<file path="config.mk">
export PLATFORM = sky130hd
export DESIGN_NAME = tile_fb_scheduler
export DESIGN_NICKNAME = d
export VERILOG_FILES = /design/src/rtl/tile_fb_pkg.sv /design/src/rtl/tile_wr_fifo.sv /design/src/rtl/tile_fb_scheduler.sv
export SDC_FILE = /design/constraint.sdc
export NUM_CORES = 1
export LEC_CHECK = 0
export ABC_CLOCK_PERIOD_IN_PS = 11400
export BUFFER_PORTS_ARGS = -buffer_cell sky130_fd_sc_hd__clkbuf_2
export CAP_MARGIN = 30
export CORE_MARGIN = 4
export CORE_UTILIZATION = 60
export DETAILED_ROUTE_END_ITERATION = 8
export PLACE_DENSITY = 0.81
export SETUP_SLACK_MARGIN = 0.3
export SLEW_MARGIN = 20
export SYNTH_ARGS = -nofsm -noshare
export SYNTH_HDL_FRONTEND = slang
export SYNTH_SLANG_ARGS = --single-unit
</file>
<file path="constraint.sdc">
create_clock -name clk -period 11.4 [get_ports clk]
set_input_delay 3.42 -clock clk [delete_from_list [all_inputs] [get_ports clk]]
set_output_delay 3.42 -clock clk [all_outputs]
set_load 0.02 [all_outputs]
</file>
<file path="src/rtl/tile_fb_pkg.sv">
// Shared constants, types and tile address helper for the tile framebuffer scheduler.
package tile_fb_pkg;

    localparam int HPIXELS = 640;
    localparam int VPIXELS = 480;
    localparam int TILE    = 20;
    localparam int HBLK    = 32;
    localparam int VBLK    = 24;
    localparam int SIZE    = HBLK * VBLK;

    localparam logic [7:0] BLK = 8'h00;
    localparam logic [7:0] WHT = 8'hFF;
    localparam logic [7:0] RED = 8'hE0;
    localparam logic [7:0] BLU = 8'h03;

    typedef struct packed {
        logic [9:0] addr;
        logic [7:0] data;
    } tile_wr_t;

    typedef enum logic [1:0] {S_DISP, S_BLANK, S_CLEAR} fb_state_e;

    // Tile index of the pixel at (hc, vc); only meaningful inside the active area.
    function automatic logic [9:0] tile_index(input logic [9:0] hc, input logic [9:0] vc);
        return (vc / 10'(TILE)) * 10'(HBLK) + hc / 10'(TILE);
    endfunction

endpackage

</file>
<file path="src/rtl/tile_wr_fifo.sv">
// Host write queue: synchronous FIFO of tile_wr_t, show-ahead head, async active-low reset.
module tile_wr_fifo
    import tile_fb_pkg::*;
#(
    parameter int DEPTH = 8
) (
    input  logic     clk,
    input  logic     rst_n,
    input  logic     push,
    input  tile_wr_t din,
    input  logic     pop,
    output tile_wr_t dout,
    output logic     full,
    output logic     empty
);

    localparam int AW = $clog2(DEPTH);

    tile_wr_t       mem [DEPTH];
    logic [AW:0]    wp;
    logic [AW:0]    rp;

    always_ff @(posedge clk or negedge rst_n) begin
        if (!rst_n) begin
            wp <= '0;
            rp <= '0;
        end else begin
            if (push && !full)  wp <= wp + 1'b1;
            if (pop  && !empty) rp <= rp + 1'b1;
        end
    end

    always_ff @(posedge clk) begin
        if (push && !full) mem[wp[AW-1:0]] <= din;
    end

    // Extra pointer bit separates full from empty when the indices match.
    assign dout  = mem[rp[AW-1:0]];
    assign empty = (wp == rp);
    assign full  = (wp[AW] != rp[AW]) && (wp[AW-1:0] == rp[AW-1:0]);

endmodule

</file>
<file path="src/rtl/tile_fb_scheduler.sv">
// Tile framebuffer arbiter: display reads own the RAM in active video, host queue drains in blanking.
// Optional VBLANK_CLEAR_EN: fill the whole framebuffer with CLEAR_COLOR after every frame.
module tile_fb_scheduler
    import tile_fb_pkg::*;
#(
    parameter int         FIFO_DEPTH  = 8,
    parameter logic [7:0] CLEAR_COLOR = 8'h00
) (
    input  logic        clk,
    input  logic        rst_n,
    input  logic [9:0]  hc,
    input  logic [9:0]  vc,
    input  logic        wr_valid,
    input  logic [9:0]  wr_addr,
    input  logic [7:0]  wr_data,
    output logic        wr_ready,
    output logic        wr_err,
    output logic [9:0]  ram_addr,
    output logic        ram_we,
    output logic [7:0]  ram_wdata,
    input  logic [7:0]  ram_rdata,
    output logic [7:0]  pix_color,
    output logic [23:0] frame
);

    logic      active;
    logic      frame_tick;
    logic      rdy_q;
    logic      vld_q;
    logic      push;
    logic      pop;
    logic      full;
    logic      empty;
    logic [9:0] rd_addr;
    tile_wr_t  wr_ent;
    tile_wr_t  head;
    fb_state_e state;
    fb_state_e state_nxt;
    fb_state_e mode;

    assign active     = (hc < 10'(HPIXELS)) && (vc < 10'(VPIXELS));
    assign frame_tick = (hc == 10'(HPIXELS - 1)) && (vc == 10'(VPIXELS - 1));
    assign rd_addr    = tile_index(hc, vc);
    assign wr_ready   = rdy_q && !full;
    assign push       = wr_valid && wr_ready;
    assign wr_ent     = '{addr: wr_addr, data: wr_data};

    tile_wr_fifo #(.DEPTH(FIFO_DEPTH)) u_fifo (
        .clk   (clk),
        .rst_n (rst_n),
        .push  (push),
        .din   (wr_ent),
        .pop   (pop),
        .dout  (head),
        .full  (full),
        .empty (empty)
    );

`ifdef VBLANK_CLEAR_EN
    logic [9:0] clr_addr;

    always_ff @(posedge clk or negedge rst_n) begin
        if (!rst_n)                clr_addr <= '0;
        else if (frame_tick)       clr_addr <= '0;
        else if (mode == S_CLEAR)  clr_addr <= clr_addr + 1'b1;
    end
`endif

    always_ff @(posedge clk or negedge rst_n) begin
        if (!rst_n) begin
            state     <= S_BLANK;
            rdy_q     <= 1'b0;
            vld_q     <= 1'b0;
            pix_color <= '0;
            frame     <= '0;
        end else begin
            state     <= state_nxt;
            rdy_q     <= 1'b1;
            vld_q     <= active;
            pix_color <= vld_q ? ram_rdata : '0;
            if (frame_tick) frame <= frame + 24'd1;
        end
    end

    // Active video overrides the registered state so a blanking write can never leak into it.
    always_comb begin
        state_nxt = state;
        ram_we    = 1'b0;
        ram_addr  = '0;
        ram_wdata = '0;
        wr_err    = 1'b0;
        pop       = 1'b0;
        mode      = active ? S_DISP : ((state == S_CLEAR) ? S_CLEAR : S_BLANK);
        unique case (mode)
            S_DISP: begin
                ram_addr = rd_addr;
                if (state != S_CLEAR) state_nxt = S_DISP;
`ifdef VBLANK_CLEAR_EN
                if (frame_tick) state_nxt = S_CLEAR;
`endif
            end
            S_BLANK: begin
                state_nxt = S_BLANK;
                if (!empty) begin
                    pop       = 1'b1;
                    ram_addr  = head.addr;
                    ram_wdata = head.data;
                    if (head.addr < 10'(SIZE)) ram_we = 1'b1;
                    else                       wr_err = 1'b1;
                end
            end
            S_CLEAR: begin
                ram_wdata = CLEAR_COLOR;
`ifdef VBLANK_CLEAR_EN
                ram_we   = 1'b1;
                ram_addr = clr_addr;
                if (clr_addr == 10'(SIZE - 1)) state_nxt = S_BLANK;
`else
                state_nxt = S_BLANK;
`endif
            end
            default: ;
        endcase
    end

endmodule

</file>
==> results of run 1 <==
-- power breakdown --
group	leakage [nW]	internal [mW]	total (mW)	switching [mW]
Combinational	1.55	0.268	0.637	0.369
Clock	0.270	0.305	0.561	0.256
Sequential	1.86	0.793	0.820	0.0271
Total	3.68	1.37	2.02	0.653
-- worst max-delay path, cell delays in order --
cell      delay (ns)
clkbuf_2        0.30
nand2b_1        0.20
a21oi_1         0.09
o31ai_1         0.53
a21oi_1         0.15
mux2_2          0.28
a21oi_1         0.13
o21bai_1        0.13
ha_1            0.21
ha_1            0.21
xnor2_1         0.09
o22ai_1         0.19
clkbuf_2        0.21
-- kinds of logic after synthesis --
logic type               after synthesis
other                                  1
AND/OR/NAND/NOR                      168
AO/OA/AOI/OAI                         94
flip-flops                           186
XOR/XNOR                              38
multiplexers                          60
buffers and inverters                 45
adder cells (fa/ha/maj)                6
-- registers in the layout (all words and copies together) (netlist names) --
name        count
u_fifo.wp       4
vld_q           1
frame          24
rdy_q           1
u_fifo.mem    144
pix_color       8
u_fifo.rp       4
-- how the worst max path moves through the flow --
stage / start / end / slack [ns] / cells past startpoint
2_1_floorplan: vc[6] / ram_addr[9] / 2.35 / 12
3_3_place_gp: vc[7] / ram_addr[9] / 2.09 / 13
3_5_place_dp: vc[7] / ram_addr[9] / 1.89 / 13
4_1_cts: vc[7] / ram_addr[9] / 1.88 / 13
5_1_grt: vc[7] / ram_addr[7] / 1.64 / 13
6_report: vc[7] / ram_addr[7] / 1.84 / 13
-- placed cells by master (no fill, tap or decap), types with 18 or more instances in the layout --
cell	count
edfxtp_1	144
clkbuf_2	100
dfrtp_1	41
mux4_2	36
nand2_1	31
xnor2_1	30
nor2_1	27
a21oi_1	24
nand3_1	21
mux2i_1	18
-- layout make-up --
class | count | area share (%)
multi-input cells | 367 | 30.9
repair buffers | 114 | 6.24
clock buffers | 17 | 4.31
inverters | 9 | 0.343
clock inverters | 15 | 1.41
flip-flops and latches | 186 | 54.5
well taps | 180 | 2.28
-- routing by layer --
layer	share of wire [%]	vias to the layer above
met5	0	-
met4	2.0	0
met3	7.6	32
met2	49	235
met1	41	2733
li1	-	2514
-- metrics by stage --
stage,setup WS [ns],hold WS (ns)
global placement,2.09,0.466
detailed placement,1.89,0.473
finish,1.84,0.480
global route,1.64,0.505
CTS,1.88,0.487
floorplan,2.35,0.461
==> out/results.txt, run 1 <==
status: finished clean
R2R Setup Slk: 8.62 ns
All-Layer GR Usage: 23.3%
hold wc startpoint: frame[23]
Slew @ Worst Pin: 0.770 ns
Area Growth Syn to Fin: 14.6%
syn_nets: 652
clk slew on worst S/H paths: 0.07 ns
Post-synth top flop: edfxtp_1
met3 usage: 5.50%
worst vdd ir: 176 µV
clock buffer depth: 2
layout cells sized above 1: 28.0%
overall power: 2.02 mW
Slew HR: 48.6%
boundary pin count: 102
# diodes: 0
Core Util, Final: 70.5%
CP max FO: 19
vias in the first global route: 5486
floorplan die height: 128 µm
HPWL Detailed: 11.6 mm
EDFF count, synth: 144
Synth Area in Adders: 0.843%
initial antenna violation count: 0
top-count cell post-synth: edfxtp_1
Clock Latency Late Sink: 0.43 ns
first-pass GRT wire length: 29.1 mm
core area: 14000 µm²
Initial Util: 61.5%
cell taking the most area after synthesis: edfxtp_1
worst hold path stage count: 1
# rows: 43
die area: 16300 µm²
Non-Filler Instances: 888
Post-Syn Instances: 598
Fin Setup TNS: 0 ns
count of cell types in the netlist: 68
Synth Register Bits: 186
Final Max Slew Viols: 0
# clock sinks: 186
vias per cell: 6.21
DRT Pass-1 Iters: 5
Ys Warns: 0
initial drt markers: 745
Min Clock Period, post-route: 9.56 ns
period utilization: 83.9%
fraction of synthesized area in multiplexers: 12.3%
area share of the largest cell type after synthesis: 50.2%
post-CTS setup buffers: 0
Placed Cells incl. Taps: 855
chip width: 128 µm
# fillers: 958
Post-CTS Resized: 0
M1 GR Usage: 31.9%
Synth Area in XOR/XNOR: 3.87%
DP Area: 9280 µm²
final wirelength: 18.4 mm
post-route ant nets: 0
TritonCTS clock tree: built
Design Area, Final: 9860 µm²
RSZ-0062 raised after global routing: false
Final nets: 749
TritonCTS Buffers: 17
WHS Endpoint: frame[23]
leakage power: 3.68 nW
Synth Area in Simple Gates: 10.6%
Clk Tree Root Cell: clkbuf_16
GP Congestion: 0.947
final setup violation count: 0
power per cell area: 205 nW/µm²
crit start category: input pin
multi-input logic area: 3050 µm²
Post-CTS Hold Buffers: 0
GRT overflow: 0
Area contributors post-synth: edfxtp_1 (50%), dfrtp_1 (12%), mux4_2 (9.4%)
Setup CP Type: input pin to output pin
Syn Area/Cell: 14.4 µm²
endpoint class of the critical path: output pin
clk_skew: 0.00877 ns
H-Tree Depth: 4
Max Fclk: 105 MHz
main combinational cell family by area after synthesis: multiplexers
register area share after synthesis: 62.4%
WP data arrival: 6.14 ns
layer with the highest usage: met2
asr flop ratio synth: 22.6%
Synth top cells by count: edfxtp_1 (144), dfrtp_1 (42), mux4_2 (36), nand2_1 (31), xnor2_1 (30)
drt drc: 0
reg2reg start: u_fifo.rp[0]
largest net degree at the start of global routing: 43
Port Buf Inserts: 101
routing usage on met2: 37.6%
vias post-DR: 5514
Compound-Gate Fraction of Synth Area: 7.56%
FF/Latch Area: 5380 µm²
Req. time, crit path: 7.98 ns
Max Cap Viol: 0
drt wl/cell: 20.7 µm
worst-case reg-to-reg path depth: 8
final hold violation count: 0
reg-to-reg endpoint: u_fifo.mem[7][7]
Cell Area, Synth: 8610 µm²
path category of the worst min-delay check: flop to flop
(Power assumes the default switching activity.)
==> inputs of run 2 (changes only) <==
- ABC_CLOCK_PERIOD_IN_PS: 11400 -> 8840
- CORE_UTILIZATION: 60 -> 58
- PLACE_DENSITY: 0.81 -> 0.78
- clock period: 11.4 -> 8.84 ns (I/O delays scaled with it)
==> run 2 against run 1 <==
  * Critical path depth stayed put
  * Wire length is 0.85% higher
  * Setup slack worse by 0.99 ns
  * Global-route usage is 0.16 points lower
  * Via count is 1.1% higher
  * Sequential power is 32% higher
  * First-iteration DRC count is 26% lower
  * Register-to-register slack worse by 2.8 ns
  * Count of clock-buffer cells in the layout stayed put
  * Die area is 3.2% higher
  * Core utilization is 2.2 points lower
  * Cell count is 0.23% higher
==> out/results.txt, run 2 (synthesized netlist as in run 1, its figures left out) <==
status: finished clean
CP max FO: 19
reg2reg start: u_fifo.rp[0]
initial drt markers: 553
Slew @ Worst Pin: 0.771 ns
final hold violation count: 0
Post-CTS Hold Buffers: 0
Initial Util: 59.2%
vias per cell: 6.26
floorplan die height: 130 µm
Placed Cells incl. Taps: 859
Min Hold Slack: 0.475 ns
DRT Pass-1 Iters: 5
initial antenna violation count: 0
endpoint class of the critical path: output pin
power per cell area: 270 nW/µm²
most frequent cells in the layout: edfxtp_1 (144), clkbuf_2 (100), dfrtp_1 (41), mux4_2 (36), nand2_1 (31)
RSZ-0062 raised after global routing: false
Final nets: 749
drt wl/cell: 20.9 µm
Min Clock Period, post-route: 7.99 ns
Max Fclk: 125 MHz
clk_skew: 0.0104 ns
Design Area, Final: 9930 µm²
core area: 14500 µm²
clock buffer depth: 2
max reg flops: 144
reg-to-reg endpoint: u_fifo.mem[7][9]
drt drc: 0
Clk Tree Root Cell: clkbuf_16
worst-case reg-to-reg path depth: 7
# fillers: 1019
All-Layer GR Usage: 23.1%
WHS Endpoint: frame[23]
DP Area: 9290 µm²
period utilization: 90.4%
die area: 16900 µm²
leakage power: 3.71 nW
worst hold path stage count: 1
first-pass GRT wire length: 29.3 mm
Final Max Slew Viols: 0
TritonCTS Buffers: 17
post-route ant nets: 0
WP data arrival: 5.34 ns
Port Buf Inserts: 101
HPWL Detailed: 11.9 mm
boundary pin count: 102
Non-Filler Instances: 890
Max Cap Viol: 0
overall power: 2.68 mW
vias post-DR: 5575
# rows: 44
crit start category: input pin
Fin Setup TNS: 0 ns
GP Congestion: 0.876
H-Tree Depth: 4
chip width: 130 µm
TritonCTS clock tree: built
vias in the first global route: 5460
R2R Setup Slk: 5.78 ns
Post-CTS Resized: 0
# diodes: 0
worst vdd ir: 219 µV
GRT overflow: 0
post-CTS setup buffers: 0
clk slew on worst S/H paths: 0.07 ns
Req. time, crit path: 6.19 ns
# clock sinks: 186
path category of the worst min-delay check: flop to flop
final wirelength: 18.6 mm
Slew HR: 48.4%
final setup violation count: 0
Setup CP Type: input pin to output pin
layout cells sized above 1: 27.9%
largest net degree at the start of global routing: 43
most common cell after layout, fill and taps aside: edfxtp_1
Clock Latency Late Sink: 0.43 ns
Area Growth Syn to Fin: 15.3%
hold wc startpoint: frame[23]
==> run 2: changes by cell type in the layout (fill, tap and decap cells not counted), sizes merged <==
cell,delta
clkinvlp,-1
inv,-2
bufinv,+3
clkinv,-2
==> run 2: worst max-delay path, cell delays in order <==
cell and delay (ns):
clkbuf_2 0.30, nand2b_1 0.21, a21oi_1 0.08, o31ai_1 0.55, a21oi_1 0.16, mux2_2 0.29, a21oi_1 0.13, o21bai_1 0.12
ha_1 0.21, ha_1 0.20, xnor2_1 0.09, o22ai_1 0.15, clkbuf_2 0.20
==> run 2: worst max path at each step <==
| stage | from | to | cells after the start |
|---|---|---|---|
| 6_report | vc[7] | ram_addr[7] | 13 |
| 5_1_grt | vc[7] | ram_addr[7] | 13 |
| 4_1_cts | vc[7] | ram_addr[7] | 13 |
| 2_1_floorplan | vc[6] | ram_addr[9] | 12 |
| 3_3_place_gp | vc[7] | ram_addr[9] | 13 |
| 3_5_place_dp | vc[7] | ram_addr[7] | 13 |
==> run 2: metrics by stage <==
| stage | util, % | setup slack [ns] |
|---|---|---|
| 3_3_place_gp | 63.8 | 1.06 |
| 5_1_grt | 68.3 | 0.679 |
| 2_1_floorplan | - | 1.33 |
| 3_5_place_dp | 63.9 | 0.903 |
| 4_1_cts | 68.2 | 0.904 |
| 6_report | 68.3 | 0.848 |
==> run 2: report_power, final <==
group	internal (mW)	switching (mW)
clock	0.474	0.320
sequential	1.02	0.0617
combinational	0.346	0.457
==> run 2: cell type report <==
class                           instances  area, µm²  share of cell area [%]
Sequential cell                       186       5380                    54.2
Multi-Input combinational cell        367       3050                    30.7
Inverter                                9       33.8                   0.340
Tap cell                              184        230                    2.32
Timing Repair Buffer                  114        619                    6.24
Clock inverter                         13        193                    1.94
Clock buffer                           17        425                    4.29
==> run 2: metal layers <==
layer  part of all wire (%)  up-vias  track usage [%]
met5                      0        -                0
met4                    1.9        0             7.70
met3                    7.3       33             5.28
met2                     50      235             38.2
met1                     41     2802             30.8
li1                       -     2505                -
==> inputs of run 3 (changes only) <==
- CORE_UTILIZATION: 58 -> 59
- PLACE_DENSITY: 0.78 -> 0.79
- SYNTH_HIERARCHICAL: not set -> 1
==> run 3 against run 2 <==
  * Cell count rose by 1.2%
  * Cell area rose by 2.4%
  * Clock power rose by 3.3%
  * Count of clock-buffer cells in the layout rose by 1
  * Largest cell class unchanged
  * Core utilization rose by 1.4 points
  * Die area rose by 0.90%
==> out/results.txt, run 3 <==
GRT overflow: 0
Post-Syn Instances: 608
Area Growth Syn to Fin: 15.0%
chip width: 130 µm
# rows: 44
core area: 14600 µm²
TritonCTS Buffers: 17
Slowest cell on crit path: a22oi_1
reg2reg start: u_fifo/rp[1]
WHS Endpoint: frame[23]
status: finished clean
Fin Setup TNS: 0 ns
TritonCTS clock tree: built
vias in the first global route: 5395
path category of the worst min-delay check: flop to flop
drt drc: 0
hold wc startpoint: frame[23]
Final nets: 758
worst hold path stage count: 1
boundary pin count: 102
count of cell types in the netlist: 78
register area share after synthesis: 60.8%
DRT Pass-1 Iters: 6
final hold violation count: 0
Final Max Slew Viols: 0
post-CTS setup buffers: 0
most common cell after layout, fill and taps aside: edfxtp_1
initial drt markers: 529
All-Layer GR Usage: 22.3%
leakage power: 3.86 nW
Clock Latency Late Sink: 0.42 ns
Clk Tree Root Cell: clkbuf_16
first-pass GRT wire length: 28.8 mm
Slew @ Worst Pin: 0.820 ns
EDFF count, synth: 144
Post-CTS Resized: 0
Min Hold Slack: 0.479 ns
Initial Util: 60.6%
syn_nets: 662
Post-synth top flop: edfxtp_1
post-route ant nets: 0
Port Buf Inserts: 101
die area: 17000 µm²
final setup violation count: 0
max reg flops: 144
final wirelength: 18.1 mm
crit start category: input pin
power per cell area: 280 nW/µm²
vias post-DR: 5602
WP data arrival: 5.48 ns
Max Fclk: 123 MHz
vias per cell: 6.22
Synth top cells by count: edfxtp_1 (144), dfrtp_1 (42), nand2_1 (37), mux4_2 (31), nor2_1 (30)
area share of the largest cell type after synthesis: 48.9%
Critical Path, Cell by Cell: clkbuf_2, nand2b_1, xnor2_1, a22oi_1, maj3_1, mux2i_1, a32oi_1, ha_1, ha_1, inv_1, o31a_1, o21ai_0, clkbuf_2
Syn Area/Cell: 14.5 µm²
CP delay by family, top: compound AO/OA/AOI/OAI gates
max incr delay on CP: 0.46 ns
initial antenna violation count: 0
clk slew on worst S/H paths: 0.07 ns
# clock sinks: 186
reg-to-reg endpoint: u_fifo/mem[2][4]
clk_skew: 0.00937 ns
layout cells sized above 1: 30.3%
H-Tree Depth: 4
most frequent cells in the layout: edfxtp_1 (144), clkbuf_2 (101), dfrtp_1 (41), nand2_1 (37), mux4_2 (31)
Synth Register Bits: 186
drt wl/cell: 20.1 µm
HPWL Detailed: 11.6 mm
largest net degree at the start of global routing: 42
top-count cell post-synth: edfxtp_1
overall power: 2.84 mW
period utilization: 92.0%
worst vdd ir: 207 µV
Ys Warns: 6
cell taking the most area after synthesis: edfxtp_1
GP Congestion: 0.862
asr flop ratio synth: 22.6%
Max Cap Viol: 0
Min Clock Period, post-route: 8.13 ns
Post-CTS Hold Buffers: 0
floorplan die height: 130 µm
Slew HR: 44.6%
RSZ-0062 raised after global routing: false
Area contributors post-synth: edfxtp_1 (49%), dfrtp_1 (12%), mux4_2 (7.9%)
# diodes: 0
clock buffer depth: 2
Setup CP Type: input pin to output pin
CP max FO: 18
Req. time, crit path: 6.19 ns
R2R Setup Slk: 5.68 ns
Buffers & Inverters on Critical Path: 3
# fillers: 961
Cell Area, Synth: 8840 µm²
worst-case reg-to-reg path depth: 9
endpoint class of the critical path: output pin
run 3: report_power, final:
group          total (mW)  leakage [nW]  switching, mW  internal [mW]
registers            1.08          1.86         0.0520           1.03
clock network       0.820         0.315          0.334          0.486
logic               0.946          1.69          0.535          0.411
total                2.84          3.86          0.920           1.92
run 3: cell type report:
class | count | area [µm²] | share of cell area (%)
flip-flops and latches | 186 | 5380 | 52.9
multi-input cells | 373 | 3250 | 31.9
repair buffers | 113 | 608 | 5.98
clock buffers | 18 | 429 | 4.22
well taps | 184 | 230 | 2.26
clock inverters | 14 | 226 | 2.23
inverters | 13 | 48.8 | 0.480
run 3: cells by family after synthesis:
family | after synthesis | synth area share [%]
flops | 186 | 60.8
xor+xnor | 37 | 3.92
fa+ha+maj | 7 | 0.934
other cells | 1 | 0.0424
simple gates | 185 | 11.8
buf+inv | 49 | 2.84
mux | 62 | 12.9
compound gates | 81 | 6.74
run 3: how the worst max path moves through the flow:
stage	from	endpoint	cells after the start
6_report	vc[6]	ram_addr[9]	13
5_1_grt	vc[6]	ram_addr[9]	13
4_1_cts	vc[6]	ram_addr[9]	13
3_5_place_dp	vc[6]	ram_addr[9]	13
3_3_place_gp	vc[6]	ram_addr[9]	13
2_1_floorplan	vc[6]	ram_addr[9]	13
run 3: metrics by stage:
step,worst slack [ns],instances,util (%),cell area (µm²)
2_1_floorplan,1.01,608,-,8840
3_3_place_gp,0.837,868,65.0,9480
3_5_place_dp,0.724,869,65.1,9500
4_1_cts,0.705,901,69.6,10200
5_1_grt,0.441,901,69.7,10200
6_report,0.705,901,69.7,10200
run 3: per-layer routing:
layer  wire [µm]  GRT usage [%]
met1        7480           29.7
met5           0              0
met4         252           6.17
met3        1220           5.04
met2        9160           37.6
